File: config.mk
export PLATFORM = sky130hd
export DESIGN_NAME = ram_stream_reader_flat
export DESIGN_NICKNAME = d
export VERILOG_FILES = /design/src/rtl/ram_stream_reader_if.sv /design/src/rtl/ram_stream_reader.sv /design/src/flat_wrapper.sv
export SDC_FILE = /design/constraint.sdc
export NUM_CORES = 1
export LEC_CHECK = 0
export ABC_CLOCK_PERIOD_IN_PS = 2900
export CORE_UTILIZATION = 53
export CTS_CLUSTER_SIZE = 14
export DETAILED_ROUTE_END_ITERATION = 8
export HOLD_SLACK_MARGIN = 0.12
export PLACE_DENSITY = 0.81
export SLEW_MARGIN = 20
export SYNTH_ARGS = -nofsm -noshare
export SYNTH_HDL_FRONTEND = slang
export SYNTH_SLANG_ARGS = --single-unit
File: constraint.sdc
create_clock -name clk -period 2.9 [get_ports clk]
set_input_delay 0.87 -clock clk [delete_from_list [all_inputs] [get_ports clk]]
set_output_delay 0.87 -clock clk [all_outputs]
set_load 0.05 [all_outputs]
File: src/rtl/ram_stream_reader_if.sv
// ram_stream_reader_if: bundles the command, RAM read port and output stream of ram_stream_reader
//   master: the reader side (drives cmd_ready, rd_en/rd_addr, m_valid/m_data/m_last, busy, done)
//   slave : the environment side (drives cmd_valid/cmd_addr/cmd_len, rd_data, m_ready)
interface ram_stream_reader_if #(
  parameter int DW = 16,
  parameter int AW = 6,
  parameter int LW = 7
);
  logic          cmd_valid;
  logic          cmd_ready;
  logic [AW-1:0] cmd_addr;
  logic [LW-1:0] cmd_len;
  logic          rd_en;
  logic [AW-1:0] rd_addr;
  logic [DW-1:0] rd_data;
  logic          m_valid;
  logic          m_ready;
  logic [DW-1:0] m_data;
  logic          m_last;
  logic          busy;
  logic          done;
  modport master (
    input  cmd_valid, cmd_addr, cmd_len, rd_data, m_ready,
    output cmd_ready, rd_en, rd_addr, m_valid, m_data, m_last, busy, done
  );
  modport slave (
    output cmd_valid, cmd_addr, cmd_len, rd_data, m_ready,
    input  cmd_ready, rd_en, rd_addr, m_valid, m_data, m_last, busy, done
  );
endinterface

File: src/rtl/ram_stream_reader.sv
// ram_stream_reader: burst reader for a 1-cycle synchronous-read RAM, emitting a valid/ready stream
//   clk, rst : clock, asynchronous active-high reset
//   bus      : command (cmd_*), RAM read port (rd_*), stream (m_*), busy and done pulse
module ram_stream_reader #(
  parameter int DW = 16,
  parameter int AW = 6,
  parameter int LW = 7
) (
  input logic clk,
  input logic rst,
  ram_stream_reader_if.master bus
);
  typedef enum logic [1:0] {IDLE, ISSUE, DRAIN} state_t;
  state_t        state, state_nx;
  logic [AW-1:0] base, addr_q;
  logic [LW-1:0] len, issue_cnt, beat_cnt;
  logic          inflight, done_q, accept, issue, pop, last_beat;
  logic [DW-1:0] fifo [2];
  logic          wptr, rptr;
  logic [1:0]    count;
  logic [2:0]    occ;
  assign pop       = bus.m_valid & bus.m_ready;
  assign last_beat = pop & bus.m_last;
  assign accept    = bus.cmd_ready & bus.cmd_valid;
  // buffer slots already spoken for: stored words plus the read whose data lands this cycle
  assign occ   = {1'b0, count} + {2'b0, inflight};
  // a beat leaving this cycle frees a slot, so one more read may be issued
  assign issue = state == ISSUE && occ < (pop ? 3'd3 : 3'd2);
  assign bus.cmd_ready = state == IDLE;
  assign bus.rd_en     = issue;
  // between issues the address holds the last one presented
  assign bus.rd_addr   = issue ? base + AW'(issue_cnt) : addr_q;
  assign bus.m_valid   = count != 2'd0;
  assign bus.m_data    = fifo[rptr];
  assign bus.m_last    = bus.m_valid && beat_cnt == len - LW'(1);
  assign bus.busy      = state != IDLE;
  assign bus.done      = done_q;
  always_ff @(posedge clk or posedge rst)
    if (rst) state <= IDLE;
    else     state <= state_nx;
  always_comb begin
    state_nx = state;
    if (accept && bus.cmd_len != '0) state_nx = ISSUE;
    else if (issue && issue_cnt + LW'(1) == len) state_nx = DRAIN;
    else if (state == DRAIN && last_beat) state_nx = IDLE;
  end
  always_ff @(posedge clk or posedge rst)
    if (rst) begin
      base      <= '0;
      len       <= '0;
      issue_cnt <= '0;
      beat_cnt  <= '0;
      addr_q    <= '0;
      inflight  <= 1'b0;
      done_q    <= 1'b0;
      wptr      <= 1'b0;
      rptr      <= 1'b0;
      count     <= '0;
      fifo[0]   <= '0;
      fifo[1]   <= '0;
    end else begin
      inflight <= issue;
      done_q   <= (accept && bus.cmd_len == '0) || (state == DRAIN && last_beat);
      if (accept) begin
        base      <= bus.cmd_addr;
        len       <= bus.cmd_len;
        issue_cnt <= '0;
        beat_cnt  <= '0;
      end
      if (issue) begin
        issue_cnt <= issue_cnt + LW'(1);
        addr_q    <= bus.rd_addr;
      end
      if (inflight) begin
        fifo[wptr] <= bus.rd_data;
        wptr       <= ~wptr;
      end
      if (pop) begin
        rptr     <= ~rptr;
        beat_cnt <= beat_cnt + LW'(1);
      end
      count <= count + {1'b0, inflight} - {1'b0, pop};
    end
endmodule

File: src/flat_wrapper.sv
// flat-port wrapper written by rule: the top's interface ports become plain ports
module ram_stream_reader_flat 
#(
  parameter int DW = 16,
  parameter int AW = 6,
  parameter int LW = 7
)
  (clk, rst, bus_cmd_valid, bus_cmd_addr, bus_cmd_len, bus_rd_data, bus_m_ready, bus_cmd_ready, bus_rd_en, bus_rd_addr, bus_m_valid, bus_m_data, bus_m_last, bus_busy, bus_done);
  ram_stream_reader_if #(.DW(DW), .AW(AW), .LW(LW)) bus_i ();
  input logic clk;
  input logic rst;
  input wire logic [$bits(bus_i.cmd_valid)-1:0] bus_cmd_valid;
  input wire logic [$bits(bus_i.cmd_addr)-1:0] bus_cmd_addr;
  input wire logic [$bits(bus_i.cmd_len)-1:0] bus_cmd_len;
  input wire logic [$bits(bus_i.rd_data)-1:0] bus_rd_data;
  input wire logic [$bits(bus_i.m_ready)-1:0] bus_m_ready;
  output wire logic [$bits(bus_i.cmd_ready)-1:0] bus_cmd_ready;
  output wire logic [$bits(bus_i.rd_en)-1:0] bus_rd_en;
  output wire logic [$bits(bus_i.rd_addr)-1:0] bus_rd_addr;
  output wire logic [$bits(bus_i.m_valid)-1:0] bus_m_valid;
  output wire logic [$bits(bus_i.m_data)-1:0] bus_m_data;
  output wire logic [$bits(bus_i.m_last)-1:0] bus_m_last;
  output wire logic [$bits(bus_i.busy)-1:0] bus_busy;
  output wire logic [$bits(bus_i.done)-1:0] bus_done;
  assign bus_i.cmd_valid = bus_cmd_valid;
  assign bus_i.cmd_addr = bus_cmd_addr;
  assign bus_i.cmd_len = bus_cmd_len;
  assign bus_i.rd_data = bus_rd_data;
  assign bus_i.m_ready = bus_m_ready;
  assign bus_cmd_ready = bus_i.cmd_ready;
  assign bus_rd_en = bus_i.rd_en;
  assign bus_rd_addr = bus_i.rd_addr;
  assign bus_m_valid = bus_i.m_valid;
  assign bus_m_data = bus_i.m_data;
  assign bus_m_last = bus_i.m_last;
  assign bus_busy = bus_i.busy;
  assign bus_done = bus_i.done;
  ram_stream_reader #(.DW(DW), .AW(AW), .LW(LW)) u_core (.clk(clk), .rst(rst), .bus(bus_i));
endmodule
==> results.txt, run 1 <==
Most used flip-flop cell after synthesis: sky130_fd_sc_hd__dfrtp_1
Count of synthesis-stage warnings from yosys: 0
Final period util: 1.08
Hold buffers post-CTS: 0
I/O pin count: 61
Wire per inst: 15.3 um
Gp weighted congestion: 0.839
Length of the first detailed-routing pass in iterations: 4
Drt total wl: 8.06 mm
Synth Cell Area: 3730 um^2
Ordered cell list for the critical path: ha_2 -> ha_4 -> or3_4 -> or2_4 -> buf_12 -> clkinvlp_4 -> nand2_4 -> nand2_4 -> buf_12
Clk sink count: 73
Synth Register Bits: 73
Overall die width: 85.9 um
Required time of the worst setup path: 2.03 ns
Kind of critical path: flop to output pin
Number of DRC violations after detailed routing: 0
Placement Rows: 30
Setup Viol. Count Final: 8
Combinational family with the most area after synthesis: multiplexers
Smallest setup slack after layout: -0.219 ns
Worst slack on hold paths: 0.483 ns
Count of pins over their slew limit: 0
Overall global routing resource usage: 0.227
Count of endpoints failing hold in the final timing report: 0
Average cell area after synthesis: 10.9 um^2
Detail Route Antenna Nets: 0
Power density relative to cell area: 1310 nW/um^2
Kind of end point of the critical path: output pin
Highest Clock Rate: 0.321 GHz
Die footprint: 7370 um^2
CP Data Arrival Time: 2.25 ns
Drt via density: 5.36
N_diodes: 0
Clock Pin Slew Worst Setup and Hold Paths: 0.08 ns
Maximum count of clock buffers along a single path: 2
Routed via count: 2,812
Flop2flop setup slack: 0.58 ns
Footprint of the multi-input gates: 1960 um^2
Reg area: 1830 um^2
Commonest non-fill, non-tap cells in the layout: sky130_fd_sc_hd__dfrtp_1 (71), sky130_fd_sc_hd__mux2_2 (48), sky130_fd_sc_hd__nand2_1 (45)
Proportion of synthesized chip area in sequential cells: 0.490
Post-layout utilization of the core: 0.747
Least-Margin Pin Slew: 0.717 ns
Parity-gate share of the synthesized area counting xor and xnor cells: 0.0742
Commonest non-fill, non-tap cell in the layout: sky130_fd_sc_hd__dfrtp_1
Die Ht: 85.9 um
Floorplan core area: 6790 um^2
Clock period minus worst slack: 3.12 ns
Total negative slack for setup checks: -1.42 ns
Status: finished, violations left
Worst setup skew after layout: 0.0107 ns
Worst min path class: flop to flop
FFs w/ async S/R, synth: 1.00
Clock Latency Late Sink: 0.36 ns
Ratio of cells with drive above 1 in the final layout: 0.350
Compound-Gate Fraction of Synth Area: 0.0913
Max H-tree Level: 3
Max_slew headroom: 0.521
Via count of the first global-routing pass: 2,739
Largest vdd supply drop: 644 uV
Post-synthesis mux area share: 0.148
Pin count of the biggest net entering global routing: 27
Count of maximum capacitance violations: 0
Maximum fanout along the worst path: 5
Critical Path Slowest Stage Cell: sky130_fd_sc_hd__dfrtp_1
Effective utilization at floorplan: 0.549
Number of synthesized flops with an enable pin: 0
Leakage Power: 2.23 nW
Detail Placement HPWL: 5.46 mm
Violations in the final reports: setup timing
Number of CTS-inserted buffers: 9
Starting DRC count in detailed routing: 90
Highest cell delay on the worst timing path: 0.39 ns
Unrepaired setup endpoints after global routing: yes
Count of mapped cells out of synthesis: 343
Synth Area in Adders: 0.0456
Simple logic cell fraction of the synthesized area: 0.117
TritonCTS clock tree: done
Area growth from synthesis to layout: 36.1%
Synth cell types: 47
Initial antenna violation count: 0
Nets: 470
Number of port buffers: 60
Startpoint type of the worst setup path: flop
Synth Net Count: 389
Root buffer cell: sky130_fd_sc_hd__clkbuf_8
Leftover overflow at the end of global routing: 0
Wire length of the first global-routing pass: 12.8 mm
Fillers: 450
==> repair_timing <==
action | in CTS | in global routing
gates cloned | 2 | 0
setup buffers | 3 | 6
pin swaps | 15 | 15
setup endpoints to repair | 11 | 8
resized for setup | 28 | 8
==> state kept, by name (all words and copies together), names as in the netlist <==
name              count
u_core.fifo          32
u_core.base           6
u_core.wptr           1
u_core.inflight       1
u_core.beat_cnt       7
u_core.count          2
u_core.state          2
u_core.len            7
u_core.rptr           1
u_core.bus.done       1
u_core.issue_cnt      7
u_core.addr_q         6
==> cells in the mapped netlist, drive strengths merged, types with 3 or more instances <==
cell type / n / area (um^2)
a21o: 4 / 30.0
a21oi: 6 / 30.0
a22o: 3 / 26.3
and3: 3 / 18.8
buf: 7 / 43.8
clkbuf: 8 / 30.0
dfrtp: 73 / 1830
ha: 12 / 150
inv: 14 / 52.6
mux2: 48 / 541
nand2: 53 / 199
nand3: 5 / 25.0
nand4: 3 / 18.8
nor2: 11 / 41.3
nor3b: 3 / 27.5
nor4: 3 / 25.0
o21ai: 29 / 145
xnor2: 17 / 149
xor2: 12 / 105
==> final timing paths <==
check | end | from | depth (start not counted)
max | bus_rd_addr[0] | u_core.inflight$_DFF_PP0_ | 9
min in group asynchronous | u_core.inflight$_DFF_PP0_ | rst | 2
min | u_core.bus.done$_DFF_PP0_ | u_core.state[0]$_DFFE_PP0P_ | 1
min reg2reg | u_core.bus.done$_DFF_PP0_ | u_core.state[0]$_DFFE_PP0P_ | 1
max in group asynchronous | u_core.len[4]$_DFFE_PP0P_ | rst | 3
max reg2reg | u_core.state[0]$_DFFE_PP0P_ | u_core.inflight$_DFF_PP0_ | 8
==> per-stage QoR <==
| stage | std cells | worst slack (ns) | power, mW | instance area (um^2) |
|---|---|---|---|---|
| floorplan | 343 | -0.0382 | 4.39 | 3810 |
| CTS | 520 | -0.259 | 6.58 | 5010 |
| global placement | 499 | -0.364 | 5.40 | 4650 |
| detailed placement | 499 | -0.428 | 5.52 | 4650 |
| finish | 525 | -0.219 | 6.66 | 5070 |
| global route | 525 | -0.293 | 7.03 | 5070 |
==> report_power, final <==
part / internal, mW / total, mW / switching, mW
Combinational: 1.83 / 4.01 / 2.17
Clock: 0.404 / 0.812 / 0.408
Sequential: 1.47 / 1.84 / 0.373
==> worst max-delay path: cells and delay by family (launching register included) <==
family | cells | cell delay [ns]
flops | 1 | 0.39
buf+inv | 3 | 0.38
simple gates | 4 | 0.75
fa+ha+maj | 2 | 0.37
==> metal layers <==
metal  part of all wire  global-route usage  vias to the layer above
li1                   -                   -                     1348
met1               0.45               0.294                     1375
met2               0.49               0.367                       74
met3              0.042              0.0433                       15
met4              0.022               0.112                        0
met5                  0                   0                        -
==> logic make-up (layout without fill, tap and decap cells) <==
family          Yosys count  after routing
simple gates             93             93
flops                    73             73
compound gates           56             56
mux                      49             49
xor+xnor                 30             30
buf+inv                  29            115
fa+ha+maj                13             13
==> area by class of cell <==
type	instances	share of cell area
Sequential cell	73	0.360
Clock inverter	7	0.0155
Multi-Input combinational cell	241	0.386
Tap cell	96	0.0237
Clock buffer	9	0.0244
Timing Repair Buffer	85	0.179
Inverter	14	0.0111
No activity file was read; power rests on OpenSTA's default activity.
==> run 2, diff against run 1 <==
--- a/config.mk
+++ b/config.mk
@@ -5,12 +5,13 @@
 export SDC_FILE = /design/constraint.sdc
 export NUM_CORES = 1
 export LEC_CHECK = 0
-export ABC_CLOCK_PERIOD_IN_PS = 2900
-export CORE_UTILIZATION = 53
+export ABC_AREA = 1
+export ABC_CLOCK_PERIOD_IN_PS = 3520
+export CORE_UTILIZATION = 54
 export CTS_CLUSTER_SIZE = 14
 export DETAILED_ROUTE_END_ITERATION = 8
 export HOLD_SLACK_MARGIN = 0.12
-export PLACE_DENSITY = 0.81
+export PLACE_DENSITY = 0.82
 export SLEW_MARGIN = 20
 export SYNTH_ARGS = -nofsm -noshare
 export SYNTH_HDL_FRONTEND = slang
==> constraint.sdc (replaced) <==
create_clock -name clk -period 3.52 [get_ports clk]
set_input_delay 1.056 -clock clk [delete_from_list [all_inputs] [get_ports clk]]
set_output_delay 1.056 -clock clk [all_outputs]
set_load 0.05 [all_outputs]
==> run 2 against run 1 <==
  * The flow now finishes without violations
  * Cell count rose by 24%
  * Core utilization shrank 3.7 points
  * Routed wire length grew 5.0%
  * Critical path type unchanged
  * Largest cell class is now sequential cells
==> results.txt, run 2 <==
Gp weighted congestion: 0.846
Number of synthesized flops with an enable pin: 0
Worst slack on hold paths: 0.486 ns
Drt via density: 5.20
Cell class contributing the biggest share of worst-path delay: simple AND/OR/NAND/NOR gates
Floorplan core area: 6870 um^2
Worst min path class: flop to flop
Final standard cell area without fillers: 4880 um^2
Least-Margin Pin Slew: 0.995 ns
Required time of the worst setup path: 2.46 ns
Worst setup skew after layout: 0.00670 ns
Proportion of synthesized chip area in sequential cells: 0.471
Detail Placement HPWL: 5.88 mm
Average cell area after synthesis: 7.94 um^2
Nets: 598
Cell type with the largest total area after synthesis: sky130_fd_sc_hd__dfrtp_1
Highest Clock Rate: 0.301 GHz
Routed via count: 3,387
Count of endpoints failing hold in the final timing report: 0
Post-Place Cell Area: 4650 um^2
Startpoint type of the worst setup path: flop
Critical Path Slowest Stage Cell: sky130_fd_sc_hd__dfrtp_1
Synth Register Bits: 73
Detail Route Antenna Nets: 0
Effective utilization at floorplan: 0.565
Kind of end point of the critical path: output pin
Critical path launch point: u_core.issue_cnt[2]$_DFFE_PP0P_
Count of mapped cells out of synthesis: 489
Clock period minus worst slack: 3.32 ns
Area growth from synthesis to layout: 25.7%
Ratio of cells with drive above 1 in the final layout: 0.119
Length of the first detailed-routing pass in iterations: 5
Most instantiated library cell after synthesis: sky130_fd_sc_hd__nand2_1
Max H-tree Level: 3
Maximum count of clock buffers along a single path: 2
Cell repeated most along the worst path: sky130_fd_sc_hd__nand3_1
Leftover overflow at the end of global routing: 0
Unrepaired setup endpoints after global routing: no
Synth Cell Area: 3880 um^2
Overall global routing resource usage: 0.250
Wire length of the first global-routing pass: 14.6 mm
Most used flip-flop cell after synthesis: sky130_fd_sc_hd__dfrtp_1
Number of buffer and inverter instances along the worst setup path: 1
Drt total wl: 8.46 mm
Biggest register: u_core.fifo
Max_slew headroom: 0.336
Fraction of synthesized cell area taken by the top area cell type: 0.471
Die Ht: 86.8 um
Ordered cell list for the critical path: ha_1 -> a21o_1 -> nand2_1 -> nand3_1 -> or2_2 -> nand3_1 -> nand2_2 -> buf_12
I/O pin count: 61
Count of maximum capacitance violations: 0
Commonest non-fill, non-tap cell in the layout: sky130_fd_sc_hd__nand2_1
Placement Rows: 30
Final period util: 0.944
CP Data Arrival Time: 2.27 ns
Top cells by area in the synthesized netlist: sky130_fd_sc_hd__dfrtp_1 (47%), sky130_fd_sc_hd__nand2_1 (17%), sky130_fd_sc_hd__o21ai_0 (5.4%)
Synth cell types: 34
Clk sink count: 73
Fillers: 530
FFs w/ async S/R, synth: 1.00
Overall die width: 86.8 um
Most instantiated cells after synthesis: sky130_fd_sc_hd__nand2_1 (173), sky130_fd_sc_hd__dfrtp_1 (73), sky130_fd_sc_hd__inv_1 (50)
Crit Reg-Reg Startpoint: u_core.count[0]$_DFF_PP0_
Clock Pin Slew Worst Setup and Hold Paths: 0.07 ns
Number of CTS-inserted buffers: 9
Die footprint: 7530 um^2
Pin count of the biggest net entering global routing: 49
Setup Viol. Count Final: 0
Kind of critical path: flop to output pin
Total placed cells including tap cells: 635
Worst min-delay path startpoint: u_core.addr_q[0]$_DFFE_PP0P_
Wire per inst: 13.0 um
N_diodes: 0
Number of port buffers: 60
Largest register FFs: 32
Count of synthesis-stage warnings from yosys: 0
Initial antenna violation count: 0
Highest cell delay on the worst timing path: 0.50 ns
Synth Net Count: 535
Starting DRC count in detailed routing: 160
Clock Latency Late Sink: 0.35 ns
Commonest non-fill, non-tap cells in the layout: sky130_fd_sc_hd__nand2_1 (172), sky130_fd_sc_hd__dfrtp_1 (72), sky130_fd_sc_hd__clkdlybuf4s50_1 (51)
Maximum fanout along the worst path: 9
Post-Layout Cell Count: 651
TritonCTS clock tree: done
Via count of the first global-routing pass: 3,383
Status: completed
Number of DRC violations after detailed routing: 0
Root buffer cell: sky130_fd_sc_hd__clkbuf_8
Count of pins over their slew limit: 0
run 2: cell types whose count changed in the layout (fill, tap and decap cells not counted), sizes merged, moves of 10 or more:
cell / previous run / this run
o21ai: 29 / 53
nand2: 53 / 185
nor2: 11 / 21
nand3: 5 / 28
xnor2: 17 / 6
mux2: 48 / 0
clkdlybuf4s50: 35 / 51
inv: 15 / 58
buf: 46 / 14
run 2: kinds of logic after synthesis:
family	after synthesis	synth area share
fa+ha+maj	13	0.0438
xor+xnor	12	0.0271
buf+inv	73	0.0767
simple gates	248	0.282
flops	73	0.471
compound gates	70	0.0996
run 2: final cells by class:
class / instances / area (um^2) / area share
sequential: 73 / 1830 / 0.375
multi-input combinational: 344 / 1770 / 0.363
timing repair buffer: 66 / 724 / 0.148
inverter: 58 / 218 / 0.0446
clock buffer: 11 / 151 / 0.0310
tap: 96 / 120 / 0.0246
clock inverter: 3 / 65.1 / 0.0133
run 2: worst min-delay path, stage by stage, from the launching register on:
cell and delay [ns]:
sky130_fd_sc_hd__dfrtp_1 0.33, sky130_fd_sc_hd__nand2_1 0.06, sky130_fd_sc_hd__nand2_1 0.06
run 2: timing repair:
action / CTS / global route
hold buffers: 0 / 0
pin swaps: 1 / 0
resized for setup: 2 / 1
cloned: 1 / 0
setup buffers: 1 / 0
endpoints found under the setup margin: 2 / 1
run 2: per-layer routing:
layer	routed length, um	global-route usage	part of all wire
met3	386	0.0390	0.046
met4	157	0.123	0.019
met5	0	0	0
met1	3650	0.306	0.43
met2	4270	0.429	0.50
run 2: final timing paths:
path | end | slack [ns] | cells after the start
max | bus_rd_addr[5] | 0.20 | 8
min | u_core.addr_q[0]$_DFFE_PP0P_ | 0.49 | 2
max reg2reg | u_core.issue_cnt[6]$_DFFE_PP0P_ | 1.53 | 7
min reg2reg | u_core.addr_q[0]$_DFFE_PP0P_ | 0.49 | 2
max in group asynchronous | u_core.issue_cnt[0]$_DFFE_PP0P_ | 1.78 | 3
min in group asynchronous | u_core.fifo[23]$_DFFE_PP0P_ | 1.08 | 2
run 2: metrics by stage:
step	util	setup WS [ns]	setup TNS (ns)
2_1_floorplan	-	0.161	0
5_1_grt	0.710	0.0843	0
6_report	0.710	0.198	0
4_1_cts	0.710	0.110	0
3_5_place_dp	0.676	-0.0129	-0.0140
3_3_place_gp	0.676	0.0187	0
Power of run 2 is left out: the tool's default activity adds up to more than one toggle a clock period on the data nets, which glitch-free logic cannot reach.
